[src/rtl/io_ports.sv]
// io_ports: parametrised I/O port bank between the CPU datapath and board I/O.
// Inputs pass through a two-flop synchroniser, raise sticky change flags (with a
// maskable interrupt) once priming after reset completes, and are read by port ID.
// Outputs are registers written by port ID with load/set/clear/toggle modes.
module io_ports #(
  parameter int                DATA_W  = 8,
  parameter int                NUM_IN  = 4,
  parameter int                NUM_OUT = 4,
  parameter int                ID_W    = 2,
  parameter logic [DATA_W-1:0] OUT_RST = '0
) (
  input  logic                        clk,
  input  logic                        rst,
  input  logic [NUM_IN*DATA_W-1:0]    in_data,
  input  logic                        rd_en,
  input  logic [ID_W-1:0]             rd_id,
  output logic [DATA_W-1:0]           rd_data,
  input  logic                        wr_en,
  input  logic [ID_W-1:0]             wr_id,
  input  logic [1:0]                  wr_mode,
  input  logic [DATA_W-1:0]           wr_data,
  output logic [NUM_OUT*DATA_W-1:0]   out_data,
  input  logic [NUM_IN-1:0]           irq_mask,
  output logic [NUM_IN-1:0]           chg_flags,
  output logic                        irq
);

  localparam logic [1:0] PRIMED = 2'd2;

  logic [DATA_W-1:0] sync1_q [NUM_IN];
  logic [DATA_W-1:0] sync1_d [NUM_IN];
  logic [DATA_W-1:0] sync2_q [NUM_IN];
  logic [DATA_W-1:0] sync2_d [NUM_IN];
  logic [NUM_IN-1:0] flag_q;
  logic [NUM_IN-1:0] flag_d;
  logic [1:0]        prime_q;
  logic [1:0]        prime_d;
  logic [DATA_W-1:0] out_q [NUM_OUT];
  logic [DATA_W-1:0] out_d [NUM_OUT];

  // Read-modify-write operator for output registers; purely bitwise.
  function automatic logic [DATA_W-1:0] apply_mode(input logic [DATA_W-1:0] cur,
                                                   input logic [1:0]        mode,
                                                   input logic [DATA_W-1:0] opnd);
    case (mode)
      2'b00:   return opnd;
      2'b01:   return cur | opnd;
      2'b10:   return cur & ~opnd;
      default: return cur ^ opnd;
    endcase
  endfunction

  // Synchroniser next state, priming counter and sticky flag update (set beats clear).
  always_comb begin
    prime_d = prime_q;
    if (prime_q != PRIMED) prime_d = prime_q + 2'd1;
    flag_d = flag_q;
    for (int i = 0; i < NUM_IN; i++) begin
      sync1_d[i] = in_data[i*DATA_W +: DATA_W];
      sync2_d[i] = sync1_q[i];
      if (rd_en && (rd_id == ID_W'(i))) flag_d[i] = 1'b0;
      if ((prime_q == PRIMED) && (sync1_q[i] != sync2_q[i])) flag_d[i] = 1'b1;
    end
  end

  // Input-side state: synchroniser stages, flags and priming counter.
  always_ff @(posedge clk or posedge rst) begin
    if (rst) begin
      for (int i = 0; i < NUM_IN; i++) begin
        sync1_q[i] <= '0;
        sync2_q[i] <= '0;
      end
      flag_q  <= '0;
      prime_q <= '0;
    end else begin
      for (int i = 0; i < NUM_IN; i++) begin
        sync1_q[i] <= sync1_d[i];
        sync2_q[i] <= sync2_d[i];
      end
      flag_q  <= flag_d;
      prime_q <= prime_d;
    end
  end

  // Output register next state; out-of-range IDs match no port and are ignored.
  always_comb begin
    for (int j = 0; j < NUM_OUT; j++) begin
      out_d[j] = out_q[j];
      if (wr_en && (wr_id == ID_W'(j))) out_d[j] = apply_mode(out_q[j], wr_mode, wr_data);
    end
  end

  // Output registers.
  always_ff @(posedge clk or posedge rst) begin
    if (rst) begin
      for (int j = 0; j < NUM_OUT; j++) out_q[j] <= OUT_RST;
    end else begin
      for (int j = 0; j < NUM_OUT; j++) out_q[j] <= out_d[j];
    end
  end

  // Read mux over synchronised inputs; unmatched IDs read as zero.
  always_comb begin
    rd_data = '0;
    for (int i = 0; i < NUM_IN; i++) begin
      if (rd_id == ID_W'(i)) rd_data = sync2_q[i];
    end
  end

  for (genvar j = 0; j < NUM_OUT; j++) begin : g_out
    assign out_data[j*DATA_W +: DATA_W] = out_q[j];
  end

  assign chg_flags = flag_q;
  assign irq       = |(flag_q & irq_mask);

endmodule

[config.mk]
export PLATFORM = sky130hd
export DESIGN_NAME = io_ports
export DESIGN_NICKNAME = d
export VERILOG_FILES = /design/src/rtl/io_ports.sv
export SDC_FILE = /design/constraint.sdc
export NUM_CORES = 1
export LEC_CHECK = 0
export CAP_MARGIN = 20
export CORE_UTILIZATION = 30
export CTS_CLUSTER_SIZE = 25
export DETAILED_ROUTE_END_ITERATION = 16
export GPL_TIMING_DRIVEN = 0
export PLACE_DENSITY = 0.51
export SYNTH_ARGS = -nofsm -noshare
export SYNTH_HDL_FRONTEND = slang
export SYNTH_SLANG_ARGS = --single-unit
[constraint.sdc]
create_clock -name clk -period 4.31 [get_ports clk]
set_input_delay 0.862 -clock clk [delete_from_list [all_inputs] [get_ports clk]]
set_output_delay 0.862 -clock clk [all_outputs]
set_load 0.01 [all_outputs]
**Word-level counts from Yosys, hierarchy flattened**

Index checks and enable logic that the tools add are counted.

- Memories: 0
- Flip-flop bits (word level): 102
- Bits in latches: 0
- Output and inout port bits: 45
- Logic and storage cells: 82
- Bits in read-only memories: 0
- Bits in writable memories: 0

- Reductions and logical operators: 20
- $lt $le $gt $ge: 0
- Shifts and indexed selects: 0
- Mux-type cells: 16
- $add $sub $neg: 1
- Divide/modulo/power cells: 0
- Equality and inequality tests: 14
- Bitwise gates (word level): 14
- Multipliers: 0

Operators by type and width:

| cell | number |
|---|---|
| 8-bit case mux with 3 select lines | 4 |
| 8-bit AND | 4 |
| 8-bit two-way mux | 4 |
| 8-bit inequality test | 4 |
| 8-bit bitwise OR | 4 |
| 8-bit XOR | 4 |
| 2-bit == test, second input constant | 6 |
| 1-bit logical AND | 12 |
| 1-bit two-way mux | 8 |
| 8-bit NOT | 1 |
| 2-bit nonzero test | 4 |
| 2-bit by 1-bit == test with 1-bit output, second input constant | 3 |
| 2-bit zero test | 3 |
| 4-bit AND | 1 |
| 4-bit OR reduction | 1 |
| 2-bit by 1-bit adder with 2-bit output, second input constant | 1 |
| 2-bit inequality test, second input constant | 1 |

**Depth between registers and ports, before layout**

Gate-level depths: netlist (run 1).

- Depth after elaboration: 5
- Depth in mapped cells: 6

**Worst setup path after synthesis (run 1)**

No wires, ideal clock.

- Path type: in2out
- From: input port rd_id[0]
- To: output port rd_data[0]
- Required time: 3.448 ns
- Data arrival time: 1.651 ns
- Stages on the path: 2
- Slack: 1.797 ns
- Cells stage by stage: buf_2 mux4_2

- Word-level cells in the longest chain between the ends: 5
- Elaborated cells between the ends (all ways): 8
- Classes of those cells: 3 x eq/ne; 4 x mux; 1 x reduce/logical

Ends and longest elaborated chain:

| what | RTL line | RTL |
|---|---|---|
| start: declaration | 16 | `input logic [ID_W-1:0] rd_id,` |
| 2-bit zero test | 106 | `if (rd_id == ID_W'(i)) rd_data = sync2_q[i];` |
| 8-bit two-way mux (3 in series) | 106 |  |
| 8-bit two-way mux (*) | 106 |  |
| end: declaration | 17 | `output logic [DATA_W-1:0] rd_data,` |

Every way passes the cells marked *; elsewhere a longest branch is shown, timed or not.

**Final worst setup path (run 1)**

- From: input port rd_id[0]
- To: output port rd_data[1]

Same word-level chain as after synthesis.

==> results of run 1 <==
-- area by class of cell --
class                   instances  area, um^2
well taps                     225       281.5
multi-input cells             281        2570
repair buffers                 96       978.4
clock inverters                 7       88.84
flip-flops and latches        102        2552
fillers                      1661       10480
inverters                      43       163.9
plain buffers                  21       136.4
clock buffers                   9       225.2
-- through the flow --
stage	setup WS, ns	instances	instance area (um^2)	hold slack (ns)
global route	0.6033	784	6997	0.4037
finish	0.6850	784	6997	0.3927
global placement	-0.9934	767	6653	0.3755
CTS	0.6643	784	6997	0.3943
floorplan	0.7725	447	5420	0.3727
detailed placement	0.6698	768	6683	0.3786
-- worst max-delay path, cell delays in order --
cell	delay, ns
clkdlybuf4s50_1	0.51
buf_2	0.32
mux4_2	0.57
clkdlybuf4s50_1	0.49
-- placed cells by master (no fill, tap or decap), drive strengths merged --
cell type and instances:
dfrtp 102, clkdlybuf4s50 95, ha 65, a211oi 56
inv 45, a21oi 40, xnor2 33, mux2 32
clkbuf 19, nor2 16, buf 12, o21ai 9
mux4 8, nand4 8, nand2 7, clkinv 5
nand3b 2, a22oi 2, nand3 1, nor3b 1
nand2b 1
-- final timing paths --
kind | to | slack, ns | cells after the start
worst max-delay path | rd_data[1] | 0.68 | 4
worst min-delay path | sync2_q[10]$_DFF_PP0_ | 0.39 | 0
worst max register to register | out_data[28]$_DFFE_PP0P_ | 2.83 | 5
worst min register to register | sync2_q[10]$_DFF_PP0_ | 0.39 | 0
max in group asynchronous | sync1_q[27]$_DFF_PP0_ | 2.68 | 3
min in group asynchronous | sync1_q[13]$_DFF_PP0_ | 0.95 | 2
-- state kept, by name, indices dropped and copies added, names as in the netlist --
signal and count:
chg_flags 4, prime_q 2, sync2_q 32, sync1_q 32, out_data 32
-- layer usage --
metal | GRT usage, % | up-vias | wire length (um)
li1 | - | 1794 | -
met5 | 0 | - | 0
met2 | 23.43 | 80 | 6286
met4 | 4.815 | 0 | 142
met1 | 20.59 | 1876 | 6198
met3 | 2.647 | 11 | 547
-- power breakdown --
group | switching (W) | total (W) | internal (W)
Sequential | 0.0000849 | 0.00113 | 0.00105
Combinational | 0.000284 | 0.000645 | 0.000361
Clock | 0.000423 | 0.000840 | 0.000418
Total | 0.000792 | 0.00262 | 0.00183
-- cells by family after synthesis --
family | after synthesis | share of synthesized area, %
buffers and inverters | 64 | 5.494
and+or+nand+nor | 36 | 3.232
muxes | 40 | 11.29
AOI/OAI and AO/OA | 107 | 12.56
adders and majority gates | 65 | 15.00
DFF | 102 | 47.09
xor gates and xnor gates | 33 | 5.332
==> results.md, run 1 <==
* Outcome: finished clean
* Synth Instances at 447
* WL final at 13170 um
* Hpwl dp at 9958 um
* Minimum clock period at 3.625 ns
* Worst Clk Skew at 0.005789 ns
* Leakage at 3.083 nW
* HP Class: reg2reg
* Root Driver: clkbuf_16
* Number of gates resized after CTS at 0
* Site row count at 48
* Crit path launch type: input port
* Total Nets Final at 673
* List of most frequent post-synthesis cells: 102 x dfrtp_1, 65 x ha_1, 56 x a211oi_1, 43 x inv_1, 40 x a21oi_1
* Via count at 3761
* Syn_nets at 566
* Gr usage total at 14.89%
* Final Core Density at 40.03%
* Die Wd at 136.4 um
* DR iter-0 viols at approximately 180
* Routed WL per cell at 16.80 um
* Syn Area/Cell at 12.13 um^2
* Number of synthesized flops with an enable pin at 0
* Fin Setup TNS at 0 ns
* Area Growth Syn to Fin at 29.09%
* Postcts setup bufs at 0
* Final Cycle Share at ~84%
* Hold Vio Cnt, Final at 0
* Input/output buffers at 95
* Starting Density at 31.01%
* Slew @ Worst Pin at 0.6616 ns
* Fmax at between 200 and 300 MHz
* Post-synth top area share at ~47%
* First-pass DRT Iterations at 4
* Pwr/cell area at 374.2 nW/um^2
* WS Path Type: in2out
* Async S/R FF share, synth at 100.0%
* Hold wc startpoint: sync1_q[10]$_DFF_PP0_
* Diodes inserted at 0
* Crit end category: primary output
* Global-route wire length before repair at 20760 um
* Top-count cell post-synth: dfrtp_1
* Clk pin slew, worst setup/hold paths at 0.08 ns
* Number of nets with antenna violations after routing at 0
* Residual DRC at 0
* Worst skew pair latency at around 0.35 ns
* WP data arrival at about 2.8 ns
* Largest net degree at the start of global routing at 54
* Number of global-route vias before repair at about 3.8k
* Worst VDD drop at 0.0001912 V
* Register bit total from synthesis at between 100 and 150
* Hold_buf cts at 0
* Top FF cell, synth: dfrtp_1
* Worst Setup SP: rd_id[0]
* Max transition margin at a little under three fifths
* Initial antenna violation count at 0
* Synth area leader: dfrtp_1
* Vias/cell at approximately 4.8
* Max-cap violations at 0
* Clk buf depth at 2
* Tot Pwr at 0.002618 W
* Syn Std Cell Area at 5420 um^2
* Netlist cell types at 23
* Die Span Y at 136.4 um
* Register area share after synthesis at 47.09%
* Final number of max-transition violations at 0
* RD Place Congestion at 0.7594
* CTS tree: done
* Synth warn at 0
* RR Startpoint: out_data[28]$_DFFE_PP0P_
* CTS Buf Count at 9
* Core Area at 17480 um^2
* # H-tree levels at 3
* CP required at approximately 3.5 ns
* Final setup violating endpoints at 0
* GRT overflow at 0
* Fraction of layout cells with a size suffix above 1 at 12.70%
* Unrepaired setup endpoints after global routing: false
* Critical path peak fanout at 10
* DIE AREA at 18610 um^2
* I/O pins at 99
* Clock sink count at between 100 and 150
* Ranking of synthesized cells by area: dfrtp_1 47%, ha_1 15%, a211oi_1 7.8%
Power figures use the tool's default switching activity.
==> inputs of run 2 (changes only) <==
--- a/config.mk
+++ b/config.mk
@@ -10,7 +10,7 @@
 export CTS_CLUSTER_SIZE = 25
 export DETAILED_ROUTE_END_ITERATION = 16
 export GPL_TIMING_DRIVEN = 0
-export PLACE_DENSITY = 0.51
+export PLACE_DENSITY = 0.52
 export SYNTH_ARGS = -nofsm -noshare
 export SYNTH_HDL_FRONTEND = slang
 export SYNTH_SLANG_ARGS = --single-unit
==> constraint.sdc (replaced) <==
create_clock -name clk -period 3.1 [get_ports clk]
set_input_delay 0.62 -clock clk [delete_from_list [all_inputs] [get_ports clk]]
set_output_delay 0.62 -clock clk [all_outputs]
set_load 0.01 [all_outputs]
==> run 2 against run 1 <==
  * Core utilization is 0.11 points higher
  * Die area stayed put
  * Global-route usage is 0.37 points higher
  * Worst hold slack hardly changed
  * Clock power is 39% higher
  * Wire length is 2.8% higher
  * Cell count is 0.13% higher
  * Highest routed layer unchanged
==> results.md, run 2 (synthesized netlist as in run 1, its figures left out) <==
* Total Nets Final at 674 (+0.15%)
* Highest-count cells in the layout ignoring fill and taps: 102 x dfrtp_1, 95 x clkdlybuf4s50_1, 65 x ha_1, 56 x a211oi_1, 42 x inv_1
* Minimum clock period at 2.994 ns
* Area Growth Syn to Fin at 29.46%
* Starting Density at 31.01% (unchanged)
* Die Span Y at 136.4 um (unchanged)
* Routed WL per cell at 17.26 um (+2.7%)
* Max-cap violations at 0 (unchanged)
* Placed cell areas at 6696 um^2 (+0.21%)
* Crit end category: primary output
* RR Startpoint: out_data[9]$_DFFE_PP0P_
* Site row count at 48 (unchanged)
* Unrepaired setup endpoints after global routing: false
* DR iter-0 viols at 181 (+1.1%)
* Final Core Density at 40.15% (+0.11 points)
* Clk pin slew, worst setup/hold paths at 0.08 ns (about the same)
* RD Place Congestion at 0.7919 (+4.3%)
* Number of global-route vias before repair at 3913 (+2.8%)
* Input/output buffers at 95 (unchanged)
* Max transition margin at 42.46% (-13 points)
* CTS Buf Count at 9 (unchanged)
* Fraction of layout cells with a size suffix above 1 at 12.86% (+0.16 points)
* Pwr/cell area at 520.3 nW/um^2 (+39%)
* Crit-path cells: clkdlybuf4s50_1, buf_6, mux4_2, clkdlybuf4s50_1
* Vias/cell at 4.819 (+0.46%)
* DIE AREA at 18610 um^2 (unchanged)
* Worst Setup SP: rd_id[0]
* Final setup violating endpoints at 0 (unchanged)
* Final Cycle Share at 96.58%
* Met1 Use GR at 20.34% (-0.24 points)
* WL final at 13550 um (+2.8%)
* Global routing usage on met2 at 24.73% (+1.3 points)
* CP required at 2.48 ns (-0.97 ns)
* Root Driver: clkbuf_16
* Die Wd at 136.4 um (unchanged)
* WP data arrival at 2.37 ns (-0.39 ns)
* Most Used Layer, Global Route: met2
* Crit path launch type: input port
* I/O pins at 99 (unchanged)
* Critical path peak fanout at 10 (unchanged)
* Outcome: finished clean
* Gr usage total at 15.26% (+0.37 points)
* Hold wc startpoint: sync1_q[11]$_DFF_PP0_
* Fin area at 7017 um^2 (+0.29%)
* Met3 GRT Util at 2.573% (-0.075 points)
* Hpwl dp at 9897 um (-0.62%)
* Most used cell, CP: clkdlybuf4s50_1
* WS Path Type: in2out
* # H-tree levels at 3 (unchanged)
* Reg2reg path depth at 5 (unchanged)
* Diodes inserted at 0 (unchanged)
* Residual DRC at 0 (unchanged)
* Fillers at 1633 (-1.7%)
* GRT overflow at 0 (unchanged)
* Largest net degree at the start of global routing at 44 (-19%)
* Hold_buf cts at 0 (unchanged)
* Worst VDD drop at 0.0002577 V (+35%)
* WHS Path Cells at 0 (unchanged)
* Worst skew pair latency at 0.35 ns (about the same)
* Slew @ Worst Pin at 0.8613 ns (+0.1997 ns)
* Via count at 3783 (+0.58%)
* Hold Vio Cnt, Final at 0 (unchanged)
* HP Class: reg2reg
* Critical-path top delay cell: clkdlybuf4s50_1
* Leakage at 3.087 nW (+0.13%)
* Clk buf depth at 2 (unchanged)
* Most common cell after layout, fill and taps aside: dfrtp_1
* Worst Clk Skew at 0.005241 ns (-0.0005480 ns)
* Number of nets with antenna violations after routing at 0 (unchanged)
* Fmax at between 300 and 400 MHz
* Core Area at 17480 um^2 (unchanged)
* Final number of max-transition violations at 0 (unchanged)
* Largest stage delay, worst path at 0.53 ns (-0.04 ns)
* Initial antenna violation count at 0 (unchanged)
* Global-route wire length before repair at 21260 um (+2.4%)
* CTS tree: done
* Clock sink count at 102 (unchanged)
* First-pass DRT Iterations at 5 (+1)
==> run 2: worst paths after layout <==
path	endpoint	slack (ns)
min	sync2_q[11]$_DFF_PP0_	0.39
max in group asynchronous	sync1_q[21]$_DFF_PP0_	1.64
max reg2reg	out_data[9]$_DFFE_PP0P_	1.63
max	rd_data[4]	0.11
min in group asynchronous	out_data[8]$_DFFE_PP0P_	0.79
min reg2reg	sync2_q[11]$_DFF_PP0_	0.39
==> run 2: per-layer routing <==
layer / vias to the layer above / wire [um]
met5: - / 0
li1: 1796 / -
met3: 14 / 615
met2: 87 / 6688
met4: 0 / 210
met1: 1886 / 6031
==> run 2: cell type report <==
| type | instances | area, um^2 | area share, % |
|---|---|---|---|
| plain buffers | 21 | 142.6 | 2.033 |
| flip-flops and latches | 102 | 2552 | 36.38 |
| multi-input cells | 281 | 2570 | 36.63 |
| well taps | 225 | 281.5 | 4.012 |
| clock inverters | 7 | 88.84 | 1.266 |
| inverters | 43 | 165.2 | 2.354 |
| clock buffers | 9 | 225.2 | 3.210 |
| repair buffers | 97 | 991.0 | 14.12 |
==> run 2: where the power goes <==
group | internal (W) | switching [W] | leakage, nW
sequential | 0.00146 | 0.000117 | 1.15
combinational | 0.000504 | 0.000400 | 1.78
clock | 0.000581 | 0.000592 | 0.152
total | 0.00254 | 0.00111 | 3.09
==> run 2: what timing repair did <==
action                                  in CTS  in global routing
resized for setup                            1                  1
endpoints found under the setup margin       7                  1
buffers inserted                             0                  0
==> run 2: metrics by stage <==
stage | worst slack, ns | TNS, ns | hold slack (ns) | total power (W) | instances
global route | 0.04036 | 0 | 0.4043 | 0.003860 | 785
global placement | -0.04923 | -0.2873 | 0.3775 | 0.002469 | 767
floorplan | 1.071 | 0 | 0.3727 | 0.002087 | 447
detailed placement | -0.04653 | -0.2909 | 0.3791 | 0.002512 | 769
finish | 0.1060 | 0 | 0.3930 | 0.003651 | 785
CTS | 0.05077 | 0 | 0.3967 | 0.003714 | 785
==> run 2: critical path: cells and delay by family <==
kind,cells,cell delay (ns)
muxes,1,0.53
buffers and inverters,3,1.22
